File: config.mk
export PLATFORM = sky130hd
export DESIGN_NAME = rv_div_unit
export DESIGN_NICKNAME = d
export VERILOG_FILES = /design/src/rtl/rv_m_pkg.sv /design/src/rtl/div_core_unsigned.sv /design/src/rtl/rv_div_unit.sv
export SDC_FILE = /design/constraint.sdc
export NUM_CORES = 1
export LEC_CHECK = 0
export CAP_MARGIN = 40
export CORE_MARGIN = 2
export CORE_UTILIZATION = 55
export CTS_CLUSTER_SIZE = 16
export DETAILED_ROUTE_END_ITERATION = 6
export GPL_ROUTABILITY_DRIVEN = 0
export PLACE_DENSITY_LB_ADDON = 0.3
export SKIP_CTS_REPAIR_TIMING = 1
export SLEW_MARGIN = 20
export SYNTH_ARGS = -nofsm -noshare
export SYNTH_HDL_FRONTEND = slang
export SYNTH_SLANG_ARGS = --single-unit
File: constraint.sdc
create_clock -name clk -period 3.6 [get_ports clk]
set_input_delay 0.72 -clock clk [delete_from_list [all_inputs] [get_ports clk]]
set_output_delay 0.72 -clock clk [all_outputs]
set_load 0.02 [all_outputs]
File: src/rtl/rv_m_pkg.sv
// Shared definitions for the RV32M divide/remainder slice: funct3 codes,
// controller state encoding and the default datapath width.
package rv_m_pkg;

    localparam int XLEN_DEF = 32;

    localparam logic [2:0] F3_DIV  = 3'b100;
    localparam logic [2:0] F3_DIVU = 3'b101;
    localparam logic [2:0] F3_REM  = 3'b110;
    localparam logic [2:0] F3_REMU = 3'b111;

    typedef enum logic [1:0] {
        ST_IDLE = 2'd0,
        ST_CALC = 2'd1,
        ST_DONE = 2'd2
    } div_state_t;

endpackage

File: src/rtl/div_core_unsigned.sv
// Unsigned radix-2 restoring divider. A start pulse loads the operands; the
// core then produces one quotient bit per cycle for XLEN cycles. done is high
// during the cycle in which the final iteration is about to be clocked in, so
// quotient/remainder are final on the cycle after done.
module div_core_unsigned #(
    parameter int XLEN  = 32,
    parameter int CNT_W = 6
) (
    input  logic            clk,
    input  logic            rst,
    input  logic            start,
    input  logic [XLEN-1:0] dividend,
    input  logic [XLEN-1:0] divisor,
    output logic            done,
    output logic [XLEN-1:0] quotient,
    output logic [XLEN-1:0] remainder
);

    logic [XLEN-1:0]  quo_q;
    logic [XLEN-1:0]  rem_q;
    logic [XLEN-1:0]  dvsr_q;
    logic [CNT_W-1:0] cnt_q;
    logic             active_q;

    logic [XLEN:0]    rem_shift;
    logic [XLEN+1:0]  trial;
    logic             trial_ok;
    logic [XLEN-1:0]  rem_next;

    // One shift/trial-subtract step: the extra top bit of trial is the borrow.
    always_comb begin
        rem_shift = {rem_q, quo_q[XLEN-1]};
        trial     = {1'b0, rem_shift} - {2'b00, dvsr_q};
        trial_ok  = ~trial[XLEN+1];
        rem_next  = trial_ok ? trial[XLEN-1:0] : rem_shift[XLEN-1:0];
    end

    // Operand load on start, then iterate until the counter has run out.
    always_ff @(posedge clk) begin
        if (!rst) begin
            quo_q    <= '0;
            rem_q    <= '0;
            dvsr_q   <= '0;
            cnt_q    <= '0;
            active_q <= 1'b0;
        end else if (start) begin
            quo_q    <= dividend;
            rem_q    <= '0;
            dvsr_q   <= divisor;
            cnt_q    <= CNT_W'(XLEN - 1);
            active_q <= 1'b1;
        end else if (active_q) begin
            quo_q <= {quo_q[XLEN-2:0], trial_ok};
            rem_q <= rem_next;
            cnt_q <= cnt_q - 1'b1;
            if (cnt_q == '0) begin
                active_q <= 1'b0;
            end
        end
    end

    assign done      = active_q && (cnt_q == '0);
    assign quotient  = quo_q;
    assign remainder = rem_q;

endmodule

File: src/rtl/rv_div_unit.sv
// RV32M DIV/DIVU/REM/REMU unit. Folds signed operands to magnitudes for the
// unsigned core, resolves divide-by-zero and signed overflow at acceptance,
// and drives the register-file write-back triple. All handshake outputs are
// registered one cycle behind the controller state.
module rv_div_unit
    import rv_m_pkg::*;
#(
    parameter int XLEN  = XLEN_DEF,
    parameter int CNT_W = 6
) (
    input  logic            clk,
    input  logic            rst,
    input  logic            start,
    input  logic [2:0]      funct3,
    input  logic [XLEN-1:0] rs1_data,
    input  logic [XLEN-1:0] rs2_data,
    input  logic [4:0]      rd_addr,
    output logic            busy,
    output logic            done,
    output logic [XLEN-1:0] result,
    output logic [4:0]      wb_addr,
    output logic            wb_en
);

    localparam logic [XLEN-1:0] INT_MIN = {1'b1, {(XLEN-1){1'b0}}};

    div_state_t state_q;
    div_state_t state_d;

    logic            accept;
    logic            core_start;
    logic            finish;

    logic            is_signed;
    logic            is_rem;
    logic            a_neg;
    logic            b_neg;
    logic            div_zero;
    logic            sgn_ovf;
    logic            special;
    logic [XLEN-1:0] abs_a;
    logic [XLEN-1:0] abs_b;
    logic [XLEN-1:0] spec_val;

    logic            op_rem_q;
    logic            neg_quo_q;
    logic            neg_rem_q;
    logic            special_q;
    logic [XLEN-1:0] spec_val_q;

    logic            core_last;
    logic [XLEN-1:0] core_quo;
    logic [XLEN-1:0] core_rem;
    logic [XLEN-1:0] final_val;

    // Operand decode: magnitudes for the core and the early-out result.
    always_comb begin
        is_signed = (funct3 == F3_DIV) || (funct3 == F3_REM);
        is_rem    = (funct3 == F3_REM) || (funct3 == F3_REMU);
        a_neg     = is_signed && rs1_data[XLEN-1];
        b_neg     = is_signed && rs2_data[XLEN-1];
        abs_a     = a_neg ? -rs1_data : rs1_data;
        abs_b     = b_neg ? -rs2_data : rs2_data;
        div_zero  = (rs2_data == '0);
        sgn_ovf   = is_signed && (rs1_data == INT_MIN) && (rs2_data == '1);
        special   = div_zero || sgn_ovf;
        if (div_zero) begin
            spec_val = is_rem ? rs1_data : '1;
        end else begin
            spec_val = is_rem ? '0 : INT_MIN;
        end
    end

    // Controller state register.
    always_ff @(posedge clk) begin
        if (!rst) begin
            state_q <= ST_IDLE;
        end else begin
            state_q <= state_d;
        end
    end

    // Next state: early-outs skip the iteration phase entirely.
    always_comb begin
        state_d = state_q;
        case (state_q)
            ST_IDLE: begin
                if (accept) begin
                    state_d = special ? ST_DONE : ST_CALC;
                end
            end
            ST_CALC: begin
                if (core_last) begin
                    state_d = ST_DONE;
                end
            end
            ST_DONE: state_d = ST_IDLE;
            default: state_d = ST_IDLE;
        endcase
    end

    // Controller strobes; only divide-group requests are taken, and only in IDLE.
    always_comb begin
        accept     = (state_q == ST_IDLE) && start && funct3[2];
        core_start = accept && !special;
        finish     = (state_q == ST_DONE);
    end

    div_core_unsigned #(
        .XLEN  (XLEN),
        .CNT_W (CNT_W)
    ) u_core (
        .clk       (clk),
        .rst       (rst),
        .start     (core_start),
        .dividend  (abs_a),
        .divisor   (abs_b),
        .done      (core_last),
        .quotient  (core_quo),
        .remainder (core_rem)
    );

    // Sign restoration: quotient negative on sign mismatch, remainder follows dividend.
    always_comb begin
        if (special_q) begin
            final_val = spec_val_q;
        end else if (op_rem_q) begin
            final_val = neg_rem_q ? -core_rem : core_rem;
        end else begin
            final_val = neg_quo_q ? -core_quo : core_quo;
        end
    end

    // Request latches and registered write-back outputs.
    always_ff @(posedge clk) begin
        if (!rst) begin
            op_rem_q   <= 1'b0;
            neg_quo_q  <= 1'b0;
            neg_rem_q  <= 1'b0;
            special_q  <= 1'b0;
            spec_val_q <= '0;
            busy       <= 1'b0;
            done       <= 1'b0;
            wb_en      <= 1'b0;
            wb_addr    <= '0;
            result     <= '0;
        end else begin
            busy  <= (state_q != ST_IDLE);
            done  <= finish;
            wb_en <= finish && (wb_addr != 5'd0);
            if (accept) begin
                op_rem_q   <= is_rem;
                neg_quo_q  <= a_neg ^ b_neg;
                neg_rem_q  <= a_neg;
                special_q  <= special;
                spec_val_q <= spec_val;
                wb_addr    <= rd_addr;
            end
            if (finish) begin
                result <= final_val;
            end
        end
    end

endmodule

# Yosys cells after proc, flatten, opt, wreduce, memory -nomap -nowiden
# Cells that the tools add are included.
# Widths: inputs -> output; s select.
# word_totals
register_bits	181
latch_bits	0
ramBits	0
rom_bits	0
input_bits	75
out_inout_bits	40
wordCells	77
memories	0
# classes
add_sub_neg	6
multipliers	0
n_div	0
magnitude_cmp	0
n_eq_ne	9
shift	0
n_mux	21
n_bitwise	3
n_reduce_logical	21
# ops
operator	n
$mux 32	12
$neg 32->32	4
$eq 32x32->1 const B	2
$sub 33x32->34	1
$logic_not 32->1	1
$mux 5	2
$eq 3x3->1 const B	3
$logic_and 1x1->1	9
$logic_not 6->1	1
$mux 2	3
$sub 6x1->6 const B	1
$reduce_bool 5->1	1
$ne 2x2->1 const B	2
$pmux 2 s2	1
$reduce_bool 2->1	2
$logic_or 1x1->1	3
$mux 1	3
$eq 2x1->1 const B	1
$eq 2x2->1 const B	1
$logic_not 2->1	1
$not 1->1	2
$reduce_and 2->1	1
$reduce_or 2->1	1
$logic_not 1->1	1
$xor 1x1->1	1

# Logic depth before layout (Yosys ltp)
# Gate-level depths: netlist of run 1.
# depth
depth_word	8
depth_mapped	12
mapped_depth_nobuf	11

# Hierarchy
# From an unflattened synthesis of run 1, not the netlist that was laid out.
# unflattened
hier_cells	1605
hier_area_um2	12433.2
# modules_own_cells
module	n_inst	cells_each	area_each_um2	seq_area_each_um2
div_core_unsigned	1	762	6263.5	2062.0
rv_div_unit	1	843	6169.7	1561.5

# Worst setup path after synthesis of run 1
# No wires, ideal clock.
# synth_timing
path_kind	input -> register
from	input rs1_data[1]
to	register u_core.quo_q[4] (netlist: u_core.quotient[4])
setup_ns	0.128
t_arrival_ns	2.947
t_required_ns	3.472
path_slack_ns	0.525
path_stages	11
path_buffers	3
cell_sequence	inv_1 -> ha_1 -> or4b_2 -> nor2_1 -> nand4_1 -> o21a_1 -> clkbuf_1 -> clkbuf_1 -> clkbuf_1 -> a21oi_1 -> nor2_1
# synth_between
elab_chain_cells	7
elab_cells_between_ends	10
cone_classes	1 x add/sub; 1 x eq/ne; 2 x mux; 6 x reduce/logical
# synth_lines
item	line_no	rtl
from (decl)	rv_div_unit.sv:15	input logic [XLEN-1:0] rs1_data,
branches (longest 7 deep; another with $neg 32->32)	n/a	
to (signal assigned)	div_core_unsigned.sv:47	quo_q <= dividend;
to (signal assigned)	div_core_unsigned.sv:53	quo_q <= {quo_q[XLEN-2:0], trial_ok};
to (decl)	div_core_unsigned.sv:19	logic [XLEN-1:0] quo_q;
# Parallel ways; which one is timed is not known.
# A chain may end at the register's enable or synchronous reset.

# Final worst setup path of run 1
# layout_timing
from	register u_core.rem_q[0] (netlist: u_core.remainder[0])
to	register u_core.rem_q[29] (netlist: u_core.remainder[29])
# layout_between
elab_chain_cells	2
# layout_lines
item	line_no	rtl
from (decl)	div_core_unsigned.sv:20	logic [XLEN-1:0] rem_q;
from (signal assigned)	div_core_unsigned.sv:54	rem_q <= rem_next;
$sub 33x32->34	div_core_unsigned.sv:33	trial = {1'b0, rem_shift} - {2'b00, dvsr_q};
$mux 32	div_core_unsigned.sv:35	rem_next = trial_ok ? trial[XLEN-1:0] : rem_shift[XLEN-1:0];
# Every way passes these cells.

==> results by group, run 1 <==
Outcome
  – Status: complete, but fails checks
  – Failing checks: DRC

Floorplanning
  – Vert. Die Dim: 153 microns
  – Core area: between 0.02 and 0.025 sq mm
  – Die area: approximately 0.023 sq mm
  – Initial Utilization: a little under three fifths
  – # rows: between 50 and 60
  – Die X: roughly 150 microns
  – # IOs: 115

Logic synthesis
  – Top post-synthesis cells by area: dfxtp_1, a21oi_1, nor2_1
  – Top cells by count, synth: nor2_1, dfxtp_1, a21oi_1
  – Most common cell in the synthesized netlist: nor2_1
  – Post-synthesis sequential area ratio: ~30%
  – Mapped Area: ~0.012 sq mm
  – Ys Warns: 0
  – Post-synth EDFFs: 0
  – Avg Inst Size Synth: 7.55 sq um
  – Syn Inst Count: about 1600
  – Fraction of registers with async set/reset: 0%
  – Syn_nets: approximately 1700
  – Ys flop type: dfxtp_1
  – Largest area contributor in the netlist: dfxtp_1
  – Synth unique cells: 65
  – Post-synthesis register bit count: between 150 and 200
  – Share of the synthesized area in the top cell type: between 20% and 30%

Route
  – First-pass detailed-route iteration total: 7
  – Vias per inst: around 6.3
  – Total wire length: roughly 38 mm
  – DR WL/cell: ~19 microns
  – First DRT Iteration DRCs: 1490
  – Antenna viol nets, final: 0
  – DR vias: around 13000
  – Residual DRC: 1

Final layout
  – # diodes: 0
  – Layout cells sized above 1: under 10%
  – Final core occ: 66.3%
  – Area growth, synth to finish: 18.3%
  – Final nets: 1812
  – Fin cells: approximately 2000

Flow run
  – # Max-Cap Violations: 0

STA
  – Final number of hold-violating endpoints: 0
  – Worst Hold Slack: 456 ps
  – Setup violations, final: 0
  – Fmax: around 0.3 GHz
  – Final Max Tran Viols: 0
  – Setup TNS: 0 ps
  – RSZ-0062 raised after global routing: false
  – Final clock skew: ~13 ps
  – Final period utilization: between 90% and 100%
  – Fin crit period: approximately 3300 ps
  – Slew margin rel.: between 50% and 60%
  – Actual slew at the worst max-slew pin: 699 ps

Worst setup path
  – Reg2Reg Launch Point: u_core.remainder[0]
  – Top Family by Delay on Critical Path: compound AO/OA/AOI/OAI gates
  – Crit path cell chain: ha_1 -> nor2b_1 -> o31a_1 -> o31ai_1 -> a31oi_1 -> o211ai_1 -> and2_0 -> buf_4 -> nand2_1 -> a311oi_1
  – Reg-to-reg endpoint: u_core.remainder[29]
  – Slowest cell on crit path: o211ai_1
  – Worst Path Buf+Inv: 1
  – Crit path max fanout: 16
  – Reg2reg path depth: 10
  – Arr. time, crit path: between 3000 and 4000 ps
  – Required @ worst endpoint: between 3000 and 4000 ps
  – Setup crit start kind: flip-flop
  – Crit-path max cell delay: 530 ps
  – Critical Path Sink Type: flip-flop
  – Setup CP Type: flip-flop to flip-flop
  – R2r setup slk: between 300 and 400 ps

Global route
  – Initial antenna violation count: 0
  – Number of global-route vias before repair: between 10000 and 15000
  – First-pass GRT wire length: around 60 mm
  – Total grt overflow: 0
  – Total GRT Usage: 31.6%
  – Largest net degree at the start of global routing: 89

Power
  – Switching Share: between 30% and 40%
  – Pleak: between 0.005 and 0.006 uW
  – Pwr dens: between 400 and 500 mW/mm^2
  – Switching power: ~2300 uW
  – Clock power frac: around a third
  – Sequential group share of total power: roughly 37%
  – Worst VDD drop: 0.000391 V
  – Int Pwr: ~3800 uW
  – Combinational Power Share: approximately 31%

Worst hold path
  – Hold path depth: 2
  – Min-delay worst type: flip-flop to flip-flop
  – Worst Min Path Start: spec_val_q[6]
  – Hold endpoint: spec_val_q[6]

Clocking
  – CTS sink cnt: between 150 and 200
  – CTS buffer count: 17
  – CTS tree: done
  – Worst-Skew Late Latency: 450 ps
  – Root buffer cell: clkbuf_16
  – Clock Tree Buf Depth: 2
  – Reg clk slew, reported paths: approximately 80 ps
  – H-tree levels: 4

Placement
  – Placed insts: between 1500 and 2000
  – Port Buf Inserts: approximately 110
  – DP HPWL: between 20 and 30 mm
==> flip-flops by register name, indices dropped and copies added, names as in the netlist <==
name              count
u_core.active_q       1
u_core.dvsr_q        32
op_rem_q              1
neg_rem_q             1
u_core.remainder     32
wb_addr               5
wb_en                 1
u_core.quotient      32
state_q               2
result               32
spec_val_q           32
neg_quo_q             1
done                  1
u_core.cnt_q          6
special_q             1
busy                  1
==> layout make-up <==
class	instances	area, sq um
Multi-Input combinational cell	1266	7930
Fill cell	1837	7340
Sequential cell	181	3630
Timing Repair Buffer	177	1660
Clock buffer	17	425
Tap cell	280	350
Clock inverter	15	211
Inverter	55	208
==> worst max path at each step <==
stage	slack (ps)	from	endpoint	cells past startpoint
floorplan	530	rs1_data[1]	u_core.quotient[4]	11
global placement	80	rs1_data[1]	u_core.remainder[19]	11
detailed placement	20	rs1_data[1]	u_core.remainder[19]	11
CTS	360	u_core.remainder[0]	u_core.remainder[29]	10
global route	8	u_core.remainder[0]	u_core.remainder[21]	10
finish	310	u_core.remainder[0]	u_core.remainder[29]	10
==> cell usage in the layout (no fill, tap or decap), types with 5 or more instances in the layout <==
| cell | count |
|---|---|
| a31oi_1 | 13 |
| or2_2 | 5 |
| inv_1 | 54 |
| and3_1 | 16 |
| or4_1 | 23 |
| o21a_1 | 8 |
| a21o_1 | 15 |
| o211ai_1 | 45 |
| clkinv_8 | 6 |
| nand4_1 | 22 |
| a211oi_1 | 80 |
| clkbuf_16 | 17 |
| mux2i_1 | 41 |
| clkdlybuf4s50_1 | 114 |
| xnor2_1 | 68 |
| xor2_1 | 72 |
| buf_4 | 58 |
| nand3_1 | 27 |
| nor2_1 | 204 |
| nand2b_1 | 9 |
| nor3_1 | 32 |
| nand2_1 | 140 |
| a311oi_1 | 15 |
| dfxtp_1 | 180 |
| or3_1 | 14 |
| o311ai_0 | 5 |
| nor2b_1 | 9 |
| o21ai_0 | 83 |
| ha_1 | 38 |
| a21oi_1 | 163 |
| o21bai_1 | 5 |
| o31ai_1 | 29 |
| o41ai_1 | 11 |
| nor4_1 | 15 |
==> logic make-up after synthesis <==
group | Yosys count | synth area share, %
AND/OR/NAND/NOR | 539 | 20.6
multiplexers | 41 | 3.37
adder cells (fa/ha/maj) | 39 | 4.07
buffers and inverters | 167 | 5.28
AO/OA/AOI/OAI | 507 | 26.9
XOR/XNOR | 140 | 10.1
flip-flops | 181 | 29.7
==> power groups by stage <==
| stage | Clock (uW) | Combinational, uW | Sequential [uW] |
|---|---|---|---|
| floorplan | 0 | 1310 | 2220 |
| global placement | 0 | 1760 | 2270 |
| detailed placement | 0 | 1810 | 2270 |
| CTS | 1980 | 1820 | 2220 |
| global route | 2060 | 2040 | 2240 |
| finish | 1970 | 1870 | 2230 |
==> through the flow <==
stage               setup WS, ps  area [sq um]  power, uW
floorplan                    525         12200       3530
global placement            82.4         13800       4030
detailed placement          16.2         13800       4070
CTS                          359         14400       6030
global route                8.19         14400       6350
finish                       312         14400       6070
==> layer usage <==
metal	vias to the layer above	track usage [%]	part of all wire, %
met3	91	5.73	10
met5	-	0	0
met2	683	47.4	43
met4	0	10.9	2.9
met1	5769	45.5	44
li1	6024	-	-
==> worst reg2reg max path, stage by stage, from the launching register on <==
cell,delay (ps)
dfxtp_1,500
ha_1,290
nor2b_1,150
o31a_1,310
o31ai_1,360
a31oi_1,230
o211ai_1,530
and2_0,230
buf_4,240
nand2_1,80
a311oi_1,270
Power figures use the tool's default switching activity.
==> inputs of run 2 (changes only) <==
--- a/config.mk
+++ b/config.mk
@@ -6,12 +6,13 @@
 export NUM_CORES = 1
 export LEC_CHECK = 0
 export CAP_MARGIN = 40
+export CORE_ASPECT_RATIO = 2
 export CORE_MARGIN = 2
 export CORE_UTILIZATION = 55
 export CTS_CLUSTER_SIZE = 16
 export DETAILED_ROUTE_END_ITERATION = 6
 export GPL_ROUTABILITY_DRIVEN = 0
-export PLACE_DENSITY_LB_ADDON = 0.3
+export PLACE_DENSITY = 0.8
 export SKIP_CTS_REPAIR_TIMING = 1
 export SLEW_MARGIN = 20
 export SYNTH_ARGS = -nofsm -noshare
==> constraint.sdc (replaced) <==
create_clock -name clk -period 3.4 [get_ports clk]
set_input_delay 0.68 -clock clk [delete_from_list [all_inputs] [get_ports clk]]
set_output_delay 0.68 -clock clk [all_outputs]
set_load 0.02 [all_outputs]
==> results by group, run 2 (synthesis results as in run 1) <==
STA
  – Fin crit period: 3240 ps
  – Final period utilization: ~95%
  – Setup TNS: 0 ps
  – Final number of hold-violating endpoints: 0
  – RSZ-0062 raised after global routing: false
  – Final clock skew: around 13 ps
  – Worst Hold Slack: 458 ps
  – Fmax: 0.308 GHz
  – Setup violations, final: 0
  – Slew margin rel.: between 40% and 50%
  – Final Max Tran Viols: 0
  – Actual slew at the worst max-slew pin: 837 ps

Final layout
  – Layout cells sized above 1: under 10%
  – Commonest cells after routing, fill and taps aside: nor2_1, dfxtp_1, a21oi_1
  – Most common cell after layout, fill and taps aside: nor2_1
  – Fin cells: ~2000
  – Area growth, synth to finish: 21.0%
  – Final core occ: between 60 and 70%
  – Final nets: between 1500 and 2000

Global route
  – Number of global-route vias before repair: roughly 13000
  – Total grt overflow: 0
  – Initial antenna violation count: 2
  – Total GRT Usage: 38.9%
  – Largest net degree at the start of global routing: 60
  – First-pass GRT wire length: a little under 70 mm

Worst setup path
  – Worst Path Buf+Inv: 2
  – Critical Path Sink Type: flip-flop
  – Setup crit start kind: flip-flop
  – Arr. time, crit path: 3580 ps
  – Slowest cell on crit path: o31ai_1
  – Top Family by Delay on Critical Path: compound AO/OA/AOI/OAI gates
  – Crit path max fanout: 15
  – Crit path cell chain: inv_1 -> ha_1 -> nor2b_1 -> o31a_1 -> o31ai_1 -> a31oi_2 -> o211ai_1 -> and2_0 -> buf_4 -> nand2_1 -> a311oi_1
  – Required @ worst endpoint: around 3700 ps
  – Setup CP Type: flip-flop to flip-flop
  – Crit-path max cell delay: roughly 560 ps

Route
  – Residual DRC: 0
  – Antenna viol nets, final: 0
  – First DRT Iteration DRCs: 1050
  – DR vias: 13141
  – Total wire length: 45.4 mm
  – First-pass detailed-route iteration total: 6
  – Vias per inst: between 6 and 7
  – DR WL/cell: approximately 22 microns

Floorplanning
  – Die area: between 0.02 and 0.025 sq mm
  – Core area: ~0.022 sq mm
  – # rows: 77
  – # IOs: approximately 120
  – Vert. Die Dim: 214 microns
  – Die X: 109 microns
  – Initial Utilization: around 55%

Clocking
  – CTS buffer count: 17
  – Root buffer cell: clkbuf_16
  – Clock Tree Buf Depth: 2
  – Reg clk slew, reported paths: approximately 70 ps
  – Worst-Skew Late Latency: about 440 ps
  – CTS tree: done
  – H-tree levels: 4
  – CTS sink cnt: approximately 180

Placement
  – Port Buf Inserts: about 110
  – DP HPWL: about 33 mm
  – Placed insts: roughly 2000

Outcome
  – Status: complete, no violations

Power
  – Pwr dens: between 400 and 500 mW/mm^2
  – Pleak: around 0.0054 uW
  – PnR Total Power: around 6600 uW
  – Worst VDD drop: 0.000327 V

Worst hold path
  – Min-delay worst type: flip-flop to flip-flop

Flow run
  – # Max-Cap Violations: 0
run 2: worst paths after layout:
path / cells after the start / slack (ps) / to / from
min: 2 / 460 / spec_val_q[16] / spec_val_q[16]
max: 11 / 160 / u_core.remainder[6] / u_core.dvsr_q[1]
min reg2reg: 2 / 460 / spec_val_q[16] / spec_val_q[16]
max reg2reg: 11 / 160 / u_core.remainder[6] / u_core.dvsr_q[1]
run 2: power breakdown:
| group | switching (uW) | internal [uW] | leakage (uW) |
|---|---|---|---|
| logic | 1260 | 848 | 0.00362 |
| registers | 134 | 2220 | 0.00147 |
| clock network | 870 | 1280 | 0.000315 |
run 2: final cells by class:
type                            count  area (sq um)
Inverter                           55           208
Tap cell                          276           345
Timing Repair Buffer              215          1980
Antenna cell                        2          5.00
Clock inverter                     13           190
Multi-Input combinational cell   1266          7940
Clock buffer                       19           453
Sequential cell                   181          3630
Fill cell                        1822          7220
run 2: through the flow:
step                cell area, sq um  setup slack (ps)
floorplan                      12200               365
global placement               14100              10.5
detailed placement             14100             -80.6
CTS                            14700               239
global route                   14700              35.7
finish                         14700               156
run 2: tightest hold or removal path: stages (launching register included):
cell and delay (ps):
dfxtp_1 310, nand2_1 50, a21oi_1 50
run 2: layer usage:
metal  part of all wire [%]  GRT usage, %  vias to the layer above
met3                    8.1          12.7                      278
met1                     31          34.8                     6100
met5                      0          2.46                        -
met2                     49          65.0                      655
li1                       -             -                     6108
met4                     12          38.2                        0
